File: src/rtl/noc_tx_flit_drain_if.sv
// ============================================================================
// Module  : noc_tx_flit_drain_if
// Brief   : FIFO-side, router-side and status signals of the flit drain stage.
// Revision: 1.0 - initial release
// ============================================================================
`default_nettype none

interface noc_tx_flit_drain_if #(
  parameter int CRED_W = 3
);
  logic              fifo_empty;
  logic [33:0]       fifo_data;
  logic              fifo_read_en;
  logic [33:0]       flit_out;
  logic              flit_valid;
  logic              credit_in;
  logic [CRED_W-1:0] credits;
  logic              err_framing;
  logic              err_credit;
  logic [15:0]       pkt_count;

  modport slave (
    input  fifo_empty, fifo_data, credit_in,
    output fifo_read_en, flit_out, flit_valid, credits,
           err_framing, err_credit, pkt_count
  );

  modport master (
    output fifo_empty, fifo_data, credit_in,
    input  fifo_read_en, flit_out, flit_valid, credits,
           err_framing, err_credit, pkt_count
  );
endinterface

`default_nettype wire

File: src/rtl/noc_tx_flit_drain.sv
// ============================================================================
// Module  : noc_tx_flit_drain
// Brief   : Pops flits from a FWFT FIFO, checks framing and forwards them to
//           the router under credit flow control. Optional packet counter
//           built when NOC_TX_PKT_STATS_EN is defined.
// Revision: 1.0 - initial release
// ============================================================================
`default_nettype none

module noc_tx_flit_drain #(
  parameter int CREDITS = 4,
  parameter int CRED_W  = 3
) (
  input  logic                 clk,
  input  logic                 reset_n,
  noc_tx_flit_drain_if.slave   bus
);

  typedef enum logic [0:0] {
    IDLE   = 1'b0,
    IN_PKT = 1'b1
  } state_t;

  localparam logic [1:0]        T_HEAD   = 2'b01;
  localparam logic [CRED_W-1:0] CRED_MAX = CRED_W'(CREDITS);

  state_t            state;
  logic [CRED_W-1:0] credit_cnt;
  logic [33:0]       flit_q;
  logic              valid_q;
  logic              err_framing_q;
  logic              err_credit_q;

  logic [1:0] ftype;
  logic       drop;
  logic       take;
  logic       send;

  // bit0 of the type marks a packet start (HEAD/SINGLE), bit1 a packet end (TAIL/SINGLE)
  assign ftype = bus.fifo_data[33:32];
  assign drop  = (state == IDLE) && !ftype[0];
  assign take  = !bus.fifo_empty && (drop || (credit_cnt != '0));
  assign send  = take && !drop;

  always_ff @(posedge clk or negedge reset_n) begin
    if (!reset_n) begin
      state         <= IDLE;
      credit_cnt    <= CRED_MAX;
      flit_q        <= '0;
      valid_q       <= 1'b0;
      err_framing_q <= 1'b0;
      err_credit_q  <= 1'b0;
    end else begin
      valid_q       <= send;
      err_credit_q  <= 1'b0;
      err_framing_q <= take && (drop || ((state == IN_PKT) && ftype[0]));

      if (send) begin
        flit_q <= bus.fifo_data;
        if (ftype == T_HEAD)
          state <= IN_PKT;
        else if (ftype[1])
          state <= IDLE;
      end

      case ({send, bus.credit_in})
        2'b10: credit_cnt <= credit_cnt - 1'b1;
        2'b01: begin
          if (credit_cnt == CRED_MAX)
            err_credit_q <= 1'b1;
          else
            credit_cnt <= credit_cnt + 1'b1;
        end
        default: credit_cnt <= credit_cnt;
      endcase
    end
  end

`ifdef NOC_TX_PKT_STATS_EN
  logic [15:0] pkt_cnt_q;

  always_ff @(posedge clk or negedge reset_n) begin
    if (!reset_n)
      pkt_cnt_q <= '0;
    else if (send && ftype[1])
      pkt_cnt_q <= pkt_cnt_q + 16'd1;
  end

  assign bus.pkt_count = pkt_cnt_q;
`else
  assign bus.pkt_count = '0;
`endif

  assign bus.fifo_read_en = take;
  assign bus.flit_out     = flit_q;
  assign bus.flit_valid   = valid_q;
  assign bus.credits      = credit_cnt;
  assign bus.err_framing  = err_framing_q;
  assign bus.err_credit   = err_credit_q;

endmodule

`default_nettype wire

File: src/flat_wrapper.sv
// flat-port wrapper written by rule: the top's interface ports become plain ports
module noc_tx_flit_drain_flat 
#(
  parameter int CREDITS = 4,
  parameter int CRED_W  = 3
)
  (clk, reset_n, bus_fifo_empty, bus_fifo_data, bus_credit_in, bus_fifo_read_en, bus_flit_out, bus_flit_valid, bus_credits, bus_err_framing, bus_err_credit, bus_pkt_count);
  noc_tx_flit_drain_if #(.CRED_W(CRED_W)) bus_i ();
  input  logic clk;
  input  logic reset_n;
  input wire logic [$bits(bus_i.fifo_empty)-1:0] bus_fifo_empty;
  input wire logic [$bits(bus_i.fifo_data)-1:0] bus_fifo_data;
  input wire logic [$bits(bus_i.credit_in)-1:0] bus_credit_in;
  output wire logic [$bits(bus_i.fifo_read_en)-1:0] bus_fifo_read_en;
  output wire logic [$bits(bus_i.flit_out)-1:0] bus_flit_out;
  output wire logic [$bits(bus_i.flit_valid)-1:0] bus_flit_valid;
  output wire logic [$bits(bus_i.credits)-1:0] bus_credits;
  output wire logic [$bits(bus_i.err_framing)-1:0] bus_err_framing;
  output wire logic [$bits(bus_i.err_credit)-1:0] bus_err_credit;
  output wire logic [$bits(bus_i.pkt_count)-1:0] bus_pkt_count;
  assign bus_i.fifo_empty = bus_fifo_empty;
  assign bus_i.fifo_data = bus_fifo_data;
  assign bus_i.credit_in = bus_credit_in;
  assign bus_fifo_read_en = bus_i.fifo_read_en;
  assign bus_flit_out = bus_i.flit_out;
  assign bus_flit_valid = bus_i.flit_valid;
  assign bus_credits = bus_i.credits;
  assign bus_err_framing = bus_i.err_framing;
  assign bus_err_credit = bus_i.err_credit;
  assign bus_pkt_count = bus_i.pkt_count;
  noc_tx_flit_drain #(.CREDITS(CREDITS), .CRED_W(CRED_W)) u_core (.clk(clk), .reset_n(reset_n), .bus(bus_i));
endmodule
File: config.mk
export PLATFORM = sky130hd
export DESIGN_NAME = noc_tx_flit_drain_flat
export DESIGN_NICKNAME = d
export VERILOG_FILES = /design/src/rtl/noc_tx_flit_drain_if.sv /design/src/rtl/noc_tx_flit_drain.sv /design/src/flat_wrapper.sv
export SDC_FILE = /design/constraint.sdc
export NUM_CORES = 1
export LEC_CHECK = 0
export ABC_CLOCK_PERIOD_IN_PS = 2800
export CORE_MARGIN = 10
export CORE_UTILIZATION = 25
export DETAILED_ROUTE_END_ITERATION = 6
export HOLD_SLACK_MARGIN = 0.03
export SETUP_SLACK_MARGIN = 0.2
export SYNTH_ARGS = -nofsm -noshare
export SYNTH_HDL_FRONTEND = slang
export SYNTH_SLANG_ARGS = --single-unit
export TNS_END_PERCENT = 100
File: constraint.sdc
create_clock -name clk -period 2.8 [get_ports clk]
set_input_delay 0.84 -clock clk [delete_from_list [all_inputs] [get_ports clk]]
set_output_delay 0.84 -clock clk [all_outputs]
set_load 0.02 [all_outputs]
Word-level counts from Yosys, hierarchy flattened
Cells that the tools add are included.
{"block": "totals", "ff_bits": 41, "input_bits": 38, "out_inout_bits": 57, "wordCells": 35}
{"block": "classes", "n_addsub": 2, "eq_ne": 5, "muxes": 6, "bitwise": 1, "n_reduce_logical": 15}
{"cell": "one-hot mux 3 bit (2 select lines)", "n": 1}
{"cell": "logical AND 1 bit", "n": 5}
{"cell": "equality test 2 x 1 -> 1 bit (second input constant)", "n": 2}
{"cell": "two-way mux 1 bit", "n": 4}
{"cell": "AND reduction 2 bit", "n": 2}
{"cell": "nonzero test 2 bit", "n": 2}
{"cell": "adder 3 x 1 -> 3 bit (second input constant)", "n": 1}
{"cell": "equality test 3 bit (second input constant)", "n": 1}
{"cell": "zero test 1 bit", "n": 3}
{"cell": "two-way mux 3 bit", "n": 1}
{"cell": "nonzero test 3 bit", "n": 1}
{"cell": "subtractor 3 x 1 -> 3 bit (second input constant)", "n": 1}
{"cell": "equality test 2 bit (second input constant)", "n": 1}
{"cell": "logical OR 1 bit", "n": 2}
{"cell": "inequality test 2 bit (second input constant)", "n": 1}
{"cell": "inverter 1 bit", "n": 1}

Longest topological paths before layout
{"block": "depth", "word_depth": 8, "ltp_mapped": 9, "mapped_depth_nobuf": 9}

Least setup slack after synthesis
No wires, ideal clock.
{"block": "synth_timing", "path_type": "input-to-reg", "startpoint": "input port bus_fifo_data[32]", "endpoint": "register u_core.credit_cnt[2], in the netlist u_core.bus.credits[2]", "setup_ps": 86, "arrival_ps": 2574, "slack_ps": 141, "cell_stages": 9, "n_path_buf": 0, "path_cell_list": "inv_1 ha_1 nor2_1 o21ai_4 nand2_1 fa_1 or4_1 o22a_1 o221ai_1"}
{"block": "synth_between", "elab_chain_cells": 8, "elab_cells_between_ends": 12, "cone_classes": "3 x eq/ne; 1 x mux; 8 x reduce/logical"}
{"element": "from (decl)", "line": "flat_wrapper.sv:12", "text": "input wire logic [$bits(bus_i.fifo_data)-1:0] bus_fifo_data;"}
{"element": "zero test 1 bit *", "line": "noc_tx_flit_drain.sv:41", "text": "assign drop = (state == IDLE) && !ftype[0];"}
{"element": "logical AND 1 bit *", "line": "noc_tx_flit_drain.sv:41"}
{"element": "logical OR 1 bit", "line": "noc_tx_flit_drain.sv:42", "text": "assign take = !bus.fifo_empty && (drop || (credit_cnt != '0));"}
{"element": "logical AND 1 bit", "line": "noc_tx_flit_drain.sv:42"}
{"element": "logical AND 1 bit *", "line": "noc_tx_flit_drain.sv:43", "text": "assign send = take && !drop;"}
{"element": "equality test 2 x 1 -> 1 bit or equality test 2 bit (tied branches)", "line": "noc_tx_flit_drain.sv:66", "text": "case ({send, bus.credit_in})"}
{"element": "inequality test 2 bit (no source line) or nonzero test 2 bit (tied branches)"}
{"element": "AND reduction 2 bit (no source line)"}
{"element": "to (signal assigned)", "line": "noc_tx_flit_drain.sv:67", "text": "2'b10: credit_cnt <= credit_cnt - 1'b1;"}
{"element": "to (signal assigned)", "line": "noc_tx_flit_drain.sv:72", "text": "credit_cnt <= credit_cnt + 1'b1;"}
{"element": "to (signal assigned)", "line": "noc_tx_flit_drain.sv:74", "text": "default: credit_cnt <= credit_cnt;"}
{"element": "to (decl)", "line": "noc_tx_flit_drain.sv:28", "text": "logic [CRED_W-1:0] credit_cnt;"}
Every way passes the cells marked *; elsewhere a longest branch is shown, timed or not.
A chain may end at the register's enable or synchronous reset.

Worst setup path after layout
Ends and elaborated chain as after synthesis.

==> impl_results.md <==
- Status: completed
- Post-Synthesis Cell Area: 0.001948 mm^2
- TritonCTS buffer count: 5
- R2R depth: 7
- CP max FO: 4
- Initial antenna violation count: 0
- Most frequent cells in the layout: clkdlybuf4s50_1, dfrtp_1, mux2_4
- Fillcell total: between 700 and 800
- Tmin final: around 2.5 ns
- Diode count: 0
- Syn Inst Count: 136
- Reg clk slew, reported paths: around 0.08 ns
- CTS sink cnt: a little over 40
- Vias: 1,348
- Synth Area per Inst: 14.32 um^2
- Fin util: 0.3930
- Die ar.: about 0.012 mm^2
- Max-Cap Viols: 0
- Max incr delay on CP: between 0.4 and 0.5 ns
- Detailed-route wire length per cell: approximately 15 um
- Fin Hold WS: 0.4546 ns
- Post-route clock period utilization: 0.8821
- H-Tree Depth: 2
- Antenna viol nets, final: 0
- R2R Setup Slk: 0.53 ns
- GPL Wtd Cong: 0.7209
- Core footprint: between 0.007 and 0.008 mm^2
- Drt total wl: slightly below 5 mm
- HPWL Detailed: roughly 3.7 mm
- Share of the synthesized area in the top cell type: 0.5138
- Clock Path Buffers: 2
- Vias per Instance: roughly 4.1
- Synth cell types: 34
- GRT Total Usage: 0.08182
- Worst vdd ir: ~490 uV
- Final Hold Vio Count: 0
- Largest net degree at the start of global routing: 28
- Clk root buf: clkbuf_8
- Setup Skew: 0.006462 ns
- CP Class: in2reg
- Ranking of synthesized cells by area: dfrtp_1, mux2_4, buf_4, mux2_2, buf_6
- Synth warnings: 0
- DR iter-0 viols: 24
- CTS tree: done
- Buf/Inv on CP: 3
- Nature of the critical path startpoint: input pin
- Number of global-route vias before repair: around 1.5k
- Final Setup Violations: 0
- Hold Crit Class: in2async
- RSZ-0062 raised after global routing: no
- Seq/Total Area, Yosys: 0.5273
- Initial Util: 0.2547
- Area growth syn-to-layout: 54.27%
- Hold buffers post-CTS: 0
- CP Capture Type: flip-flop
- Global-route wire length before repair: about 7.7 mm
- Clk_lat worst skew: between 0.2 and 0.3 ns
- Commonest non-fill, non-tap cell in the layout: clkdlybuf4s50_1
- FP Rows: 32
- Max Slew Vio Count: 0
- Fmax achieved: just over 400 MHz
- # port buffers: 78
- Worst r2r dst: u_core.bus.credits[2]$_DFFE_PN1P_
- Kind of cell adding the most delay to the critical path: simple AND/OR/NAND/NOR gates
- Die W: about 110 um
- P_leak: 1.313 nW
- Fin Setup TNS: 0 ns
- DRC violations left: 0
- FF+latch count, synth: 41
- Data arrival, critical path: between 2 and 3 ns
- Worst reg2reg startpoint: u_core.bus.credits[1]$_DFFE_PN0P_
- Cell taking the most area after synthesis: dfrtp_1
- Total power: 3.329 mW
- Critical Path RT: between 3 and 4 ns
- Layout cells sized above 1: 0.2915
- Drt first pass iters: 4
- CP max stage cell: or4_4
- PD cells: 1108 mW/mm^2
- Critical Path, Cell by Cell: dlygate4sd2_1 > inv_2 > ha_4 > buf_6 > nor2_4 > o21ai_4 > nand2_2 > fa_2 > or4_4 > o22a_1 > o221ai_2
- Post-layout net count: ~260
- # IOs: 95
- Die Y: approximately 110 um
- GRT Residual Overflow: 0
synthesized netlist by cell type:
cell,instances
a21oi_1,1
a21o_1,1
mux2_2,5
and2_1,1
o21ai_4,1
a221o_1,1
nor3b_1,1
o221ai_1,1
a2111oi_0,1
o21a_1,1
mux2_4,28
or2_2,1
buf_4,16
buf_6,4
or4_1,1
dfstp_2,1
a2bb2oi_1,1
or2_4,1
nor2b_1,2
ha_1,1
clkbuf_1,2
conb_1,1
dfrtp_1,40
o22ai_1,1
inv_1,3
inv_4,1
mux2i_1,1
nor2_1,4
o211ai_1,1
o22a_1,1
a311oi_1,1
nand2_1,4
fa_1,1
nor3_1,5
how the worst max path moves through the flow:
stage / startpoint / end / slack, ns / depth (start not counted)
2_1_floorplan: bus_fifo_data[32] / u_core.bus.credits[2]$_DFFE_PN1P_ / 0.22 / 9
6_report: bus_fifo_data[32] / u_core.bus.credits[2]$_DFFE_PN1P_ / 0.33 / 11
5_1_grt: u_core.bus.credits[2]$_DFFE_PN1P_ / bus_credits[2] / 0.26 / 1
3_3_place_gp: bus_fifo_data[32] / bus_fifo_read_en / -0.35 / 6
3_5_place_dp: bus_fifo_data[32] / bus_fifo_read_en / -0.38 / 6
4_1_cts: bus_fifo_empty / u_core.bus.credits[2]$_DFFE_PN1P_ / 0.23 / 8
layout make-up:
| cell class | count | area (um^2) | share of cell area |
|---|---|---|---|
| Timing Repair Buffer | 86 | 867.1 | 0.2885 |
| Sequential cell | 41 | 1027 | 0.3418 |
| Clock inverter | 3 | 68.82 | 0.02290 |
| Inverter | 4 | 17.52 | 0.005828 |
| Multi-Input combinational cell | 84 | 828.3 | 0.2756 |
| Clock buffer | 5 | 68.82 | 0.02290 |
| Tap cell | 102 | 127.6 | 0.04246 |
cells by family (layout without fill, tap and decap cells):
family	count (synthesis)	in the layout	share of synthesized area
mux	34	34	0.2498
flops	41	41	0.5273
fa+ha+maj	2	2	0.01670
buf+inv	26	98	0.09763
compound gates	12	12	0.05332
simple gates	20	20	0.05331
other cells	1	16	0.001925
per-stage QoR:
step | worst slack (ns) | cell area (um^2) | instances
6_report | 0.3302 | 3005 | 325
5_1_grt | 0.2647 | 3005 | 325
4_1_cts | 0.2317 | 3003 | 325
3_5_place_dp | -0.3766 | 2828 | 316
3_3_place_gp | -0.3530 | 2828 | 316
2_1_floorplan | 0.2183 | 2019 | 151
per-layer routing:
| layer | global-route usage | routed length (um) | vias up |
|---|---|---|---|
| met2 | 0.1341 | 2374 | 61 |
| met1 | 0.09798 | 2069 | 673 |
| met4 | 0.02260 | 38 | 0 |
| met5 | 0 | 0 | - |
| met3 | 0.03153 | 425 | 5 |
| li1 | - | - | 609 |
what timing repair did:
action	in CTS	in global routing
endpoints found under the setup margin	3	2
resized for setup	16	1
pin swaps	6	0
buffers inserted	1	0
power by group:
group	internal (mW)	leakage (nW)	switching (mW)
combinational	0.944	0.763	0.745
clock	0.359	0.0687	0.221
sequential	0.860	0.482	0.199
total	2.16	1.31	1.17
sequential cells by signal, indices dropped and copies added (netlist names):
signal                  flops
u_core.bus.flit_out        34
u_core.bus.credits          3
u_core.bus.err_credit       1
u_core.bus.err_framing      1
u_core.bus.flit_valid       1
u_core.state                1
worst register-to-register path: stages (launching register included):
cell and delay, ns:
dfrtp_1 0.53, or2_4 0.33, o21ai_4 0.14, nand2_2 0.08
fa_2 0.39, or4_4 0.42, o22a_1 0.18, o221ai_2 0.12
Power figures use the tool's default switching activity.
